**config.mk**
```make
export PLATFORM = sky130hd
export DESIGN_NAME = reg_file
export DESIGN_NICKNAME = d
export VERILOG_FILES = /design/src/rtl/reg_file.sv
export SDC_FILE = /design/constraint.sdc
export NUM_CORES = 2
export LEC_CHECK = 0
export CAP_MARGIN = 5
export CELL_PAD_IN_SITES_DETAIL_PLACEMENT = 1
export CELL_PAD_IN_SITES_GLOBAL_PLACEMENT = 2
export CORE_UTILIZATION = 35
export CTS_BUF_LIST = sky130_fd_sc_hd__clkbuf_2
export DETAILED_ROUTE_END_ITERATION = 10
export PLACE_DENSITY_LB_ADDON = 0.1
export SYNTH_ARGS = -nofsm -noshare
export SYNTH_HDL_FRONTEND = slang
export SYNTH_SLANG_ARGS = --single-unit
```
**constraint.sdc**
```tcl
create_clock -name clk -period 2.37 [get_ports clk]
set_input_delay 0.237 -clock clk [delete_from_list [all_inputs] [get_ports clk]]
set_output_delay 0.237 -clock clk [all_outputs]
set_load 0.02 [all_outputs]
```
**src/rtl/reg_file.sv**
```systemverilog
// rtl/reg_file.sv - 2-read/1-write register file with hardwired-zero register 0
module reg_file #(
  parameter int DATA_WIDTH = 32,
  parameter int ADDR_WIDTH = 5
) (
  input  logic                  clk,
  input  logic                  rst,
  input  logic [ADDR_WIDTH-1:0] waddr,
  input  logic                  wen,
  input  logic [DATA_WIDTH-1:0] wdata,
  input  logic [ADDR_WIDTH-1:0] raddr1,
  input  logic [ADDR_WIDTH-1:0] raddr2,
  output logic [DATA_WIDTH-1:0] rdata1,
  output logic [DATA_WIDTH-1:0] rdata2
);

  localparam int NUM_REGS = 2 ** ADDR_WIDTH;

  logic [DATA_WIDTH-1:0] regs_q [NUM_REGS];
  logic [DATA_WIDTH-1:0] regs_d [NUM_REGS];

  logic write_ok;

  // A write only lands when enabled and not aimed at the hardwired-zero slot.
  assign write_ok = wen && (waddr != '0);

  // Next-state: hold every register, overlay the single write-port update.
  always_comb begin
    regs_d = regs_q;
    if (write_ok) begin
      regs_d[waddr] = wdata;
    end
  end

  // State register: synchronous reset wins over any pending write.
  always_ff @(posedge clk) begin
    if (rst) begin
      regs_q <= '{default: '0};
    end else begin
      regs_q <= regs_d;
    end
  end

  // Combinational reads; address 0 is forced to zero, no write bypass.
  always_comb begin
    rdata1 = '0;
    rdata2 = '0;
    if (raddr1 != '0) begin
      rdata1 = regs_q[raddr1];
    end
    if (raddr2 != '0) begin
      rdata2 = regs_q[raddr2];
    end
  end

endmodule

```
---- Word level (Yosys, flattened, before mapping) ----
Index checks and enable logic that the tools add are counted.
Widths: inputs -> output; s select.
cells by class
  magnitude comparators ................... 4
  multiplexer cells ....................... 11
  bitwise gates (word level) .............. 3
  reduce and logical (&&, ||, !) cells .... 5
operator list
  cell                number
  $bwmux 1024         1
  $bmux 32 s5         2
  $mux 32             7
  $demux 32 s5        1
  $ge 6x6->1 const B  3
  $not 5->6           3
  $reduce_bool 5->1   3
  $lt 6x1->1 const B  1
  $logic_and 1x1->1   2
storage, ports and cells
  register bits after elaboration ......... 1024
  input port bits ......................... 50
  output and inout bits ................... 64
  logic and storage cells ................. 55

---- Logic depth before layout (Yosys ltp) ----
  depth in word-level cells ............... 6
  depth in mapped cells ................... 8
  depth with buffers taken out ............ 4

---- Least setup slack after synthesis ----
No wires, ideal clock.
  path kind ............................... input to output
  start point ............................. input raddr2[0]
  end point ............................... output rdata2[17]
  arrival ................................. 1.984 ns
  data required time ...................... 2.133 ns
  path slack .............................. 0.149 ns
  stages .................................. 7
  buffers on the path ..................... 4
  cell sequence ........................... buf_4 -> buf_4 -> buf_2 -> nor2b_1 -> clkbuf_1 -> a22oi_1 -> a311oi_1
on the way
  cells in the longest elaborated chain, start to end .. 5
  elaborated cells on any way between the ends .. 6
  classes of those cells .................. mux: 4; bitwise: 1; reduce/logical: 1
RTL lines
  element                                      RTL line  RTL
  from (decl)                                  12        input logic [ADDR_WIDTH-1:0] raddr2,
  $not 5->6 (implied by the code)              52        rdata2 = regs_q[raddr2];
  $bmux 32 s5                                  52
  $mux 32 (implied by the code) (2 in series)  52
  $mux 32 *                                    51        if (raddr2 != '0) begin
  to (decl)                                    14        output logic [DATA_WIDTH-1:0] rdata2
Every way passes the cells marked *; elsewhere a longest branch is shown, timed or not. The select of a mux whose other input is x is not followed.

---- Worst setup path in the final report ----
  start point ............................. register regs_q[535] in the netlist's numbering
  end point ............................... output rdata1[23]
on the way
  cells in the longest elaborated chain, start to end .. 4
RTL lines
  element                                      RTL line  RTL
  from (decl)                                  19        logic [DATA_WIDTH-1:0] regs_q [NUM_REGS];
  from (signal assigned)                       40        regs_q <= regs_d;
  $bmux 32 s5                                  49        rdata1 = regs_q[raddr1];
  $mux 32 (implied by the code) (2 in series)  49
  $mux 32                                      48        if (raddr1 != '0) begin
  to (decl)                                    13        output logic [DATA_WIDTH-1:0] rdata1,
Every way passes these cells. The select of a mux whose other input is x is not followed.

==> qor.csv <==
stage,metric,value,unit
outcome,result of the run,finished with violations,
outcome,failing checks,setup timing,
timing,count of final setup violators,65,
synthesis,Synth Register Bits,1024,
critical_path,Worst EP required,2.13,ns
critical_path,Worst Setup EP,rdata1[23],
global_routing,global-route wire length before repair,387100,um
layout,Register Area,20730,um2
die,die area,148900,um2
synthesis,Syn Area/Cell,8.795,um2
synthesis,synth warn,0,
timing,Slew HR,0.2127,
critical_path,worst path arrival time,3.48,ns
place,Placer Congestion,0.9041,
power,static leakage power,22.85,nW
critical_path,Critical R2R Capture,regs_q[851]$_SDFFE_PP0P_,
layout,Finished Core Util,0.4551,
critical_path,worst reg2reg path depth,4,
die,I/O pins,114,
place,port buffer count,113,
die,Die Y,385.9,um
hold_path,worst min path class,input port to register,
clocking,CTS tree,yes,
critical_path,critical path peak fanout,3,
timing,final hold vios,0,
synthesis,Unique masters post-synth,41,
timing,Max Slew Vio Count,0,
critical_path,R2R setup slack,1.08,ns
critical_path,Critical Path Start,regs_q[535]$_SDFFE_PP0P_,
global_routing,initial antenna violation count,11,
clocking,clock buffer depth,4,
die,# rows,140,
layout,most frequent cells in the layout,"2,028 x nand2_1, 992 x a21oi_1, 841 x dfxtp_1",
timing,Fin Clk Skew,0,ns
layout,Top Registers,regs_q: 1024 flops,
clocking,worst-skew pair later-pin latency,1.65,ns
layout,Fillers,16618,
timing,Peak Freq,0.2691,GHz
power,PwrDens,542.0,nW/um2
clocking,"Reg clk slew, reported paths",0.10,ns
timing,final worst-path setup slack,-1.346,ns
global_routing,pin count of the biggest net entering global routing,113,
clocking,CTS Buf Count,316,
route,"antenna viol nets, final",0,
timing,hold slack,0.1793,ns
route,Post-route DRC,0,
route,DR pass1 iterations,5,
layout,largest reg by FF count,regs_q,
timing,fin crit period,3.716,ns
layout,Syn-to-layout area delta,28.73,%
layout,max reg flops,1024,
global_routing,"Remaining Overflow, GRT",0,
clocking,clk root buf,clkbuf_2,
clocking,H-tree depth,5,
clocking,Sink Count,1024,
critical_path,worst setup path category,register to primary output,
timing,Slew @ Worst Pin,1.181,ns
layout,share of layout cells above drive strength 1,0.3381,
synthesis,Post-Synthesis Cells,5866,
synthesis,ys async rst share,0,
timing,Tcrit/Tclk final,1.568,
synthesis,"EDFF count, synth",0,
layout,nets@finish,6483,
timing,RSZ-0062 raised after global routing,true,
place,DPL Wire Length,183400,um
synthesis,synthesized cell area,51590,um2
die,starting density of the core,0.3536,
synthesis,Syn Nets,5916,
layout,"commonest non-fill, non-tap cell in the layout",nand2_1,
global_routing,vias in the first global route,51529,
route,DR WL/cell,32.30,um
die,core footprint,145900,um2
route,WL final,275900,um
global_routing,Global Route Usage Sum,0.3653,
synthesis,sequential area share after synthesis,0.3974,
die,chip width,385.9,um
hold_path,Hold Startpoint,rst,
run,MaxCap Viol Count,0,
power,Peak VDD IR,0.0003284,V
critical_path,nature of the critical path startpoint,register,
route,Avg Vias per Cell,6.018,
critical_path,CP Capture Type,primary output,
route,DR vias,51403,
synthesis,Most used DFF post-synth,dfxtp_1,
route,DR iter-0 viols,5106,
critical_path,RR Startpoint,regs_q[851]$_SDFFE_PP0P_,
layout,Multi-input gate area,30940,um2
timing,setup TNS,-78.56,ns
## what timing repair did
| item | 4_1_cts | 5_1_grt |
|---|---|---|
| pin swaps | 113 | 65 |
| hold buffers | 99 | 0 |
| endpoints found under the setup margin | 64 | 66 |
| hold endpoints to repair | 1024 | 0 |
| resized for setup | 624 | 159 |
| buffers inserted | 12 | 3 |
| gates cloned | 0 | 1 |
## per-stage QoR
step | area (um2) | instances | total power [mW] | setup WS (ns)
floorplan | 51590 | 5866 | 19.84 | 0.1490
global placement | 60370 | 7950 | 22.41 | -1.430
detailed placement | 60380 | 7950 | 22.43 | -0.9102
CTS | 65840 | 8534 | 36.14 | -1.502
global route | 66410 | 8540 | 37.27 | -1.513
finish | 66410 | 8542 | 36.00 | -1.346
## Yosys cell counts (6+ instances only)
| cell type | count | share of area |
|---|---|---|
| dfxtp_1 | 1024 | 0.40 |
| mux2_2 | 64 | 0.014 |
| a221oi_1 | 43 | 0.0073 |
| nor2b_1 | 102 | 0.012 |
| a311oi_1 | 64 | 0.011 |
| a22oi_1 | 64 | 0.0093 |
| nor3_1 | 6 | 0.00058 |
| a21oi_1 | 992 | 0.096 |
| nand2b_1 | 7 | 0.00085 |
| o21ai_1 | 9 | 0.00087 |
| a211oi_1 | 64 | 0.0093 |
| nand2_1 | 2042 | 0.15 |
| buf_2 | 126 | 0.012 |
| o21ai_0 | 98 | 0.0095 |
| nor2_1 | 23 | 0.0017 |
| clkbuf_1 | 455 | 0.033 |
| or2_2 | 6 | 0.00073 |
| buf_4 | 34 | 0.0049 |
| o2111ai_1 | 21 | 0.0036 |
| mux2i_1 | 128 | 0.025 |
| buf_1 | 6 | 0.00044 |
| mux4_2 | 448 | 0.20 |
## where the power goes
part / internal, mW / total (mW) / leakage, nW / switching, mW
combinational: 1.98 / 5.23 / 12.5 / 3.24
sequential: 17.3 / 17.4 / 8.35 / 0.0994
clock: 4.97 / 13.4 / 1.96 / 8.38
## worst max-delay path, cell delays in order (launching register included)
cell	delay (ns)
dfxtp_2	0.35
mux4_2	0.47
mux2_4	0.31
o21ai_2	0.13
a311oi_2	0.08
buf_4	0.26
buf_6	0.16
## cell families (layout without fill, tap and decap cells)
| family | count (synthesis) | after routing | share of synthesized area |
|---|---|---|---|
| other | 0 | 11 | 0 |
| AO/OA/AOI/OAI | 1355 | 1355 | 0.1470 |
| flip-flops | 1024 | 1024 | 0.3974 |
| buffers and inverters | 625 | 1373 | 0.05110 |
| AND/OR/NAND/NOR | 2222 | 2222 | 0.1702 |
| multiplexers | 640 | 640 | 0.2344 |
## how the worst min path moves through the flow
stage                          endpoint  slack (ns)  cells past startpoint
6_report       regs_q[199]$_SDFFE_PP0P_        0.18                      5
5_1_grt        regs_q[199]$_SDFFE_PP0P_        0.07                      5
4_1_cts        regs_q[787]$_SDFFE_PP0P_        0.01                      5
3_5_place_dp   regs_q[615]$_SDFFE_PP0P_        0.46                      2
3_3_place_gp   regs_q[747]$_SDFFE_PP0P_        0.45                      2
2_1_floorplan    regs_q[0]$_SDFFE_PP0P_        0.37                      2
## metal layers
| metal | routed length (um) | vias to the layer above | GRT usage |
|---|---|---|---|
| li1 | - | 21827 | - |
| met1 | 115000 | 26466 | 0.4852 |
| met2 | 124700 | 2406 | 0.5691 |
| met3 | 22560 | 700 | 0.07298 |
| met4 | 13570 | 4 | 0.1707 |
| met5 | 21 | - | 0 |
## area by class of cell
type,instances,area share
Clock buffer,452,0.03406
Multi-Input combinational cell,4217,0.4659
Timing Repair Buffer,872,0.1485
Antenna cell,11,0.0004145
Sequential cell,1024,0.3121
Tap cell,1917,0.03612
Inverter,2,0.0001884
Clock inverter,47,0.002656
Power figures use the tool's default switching activity.
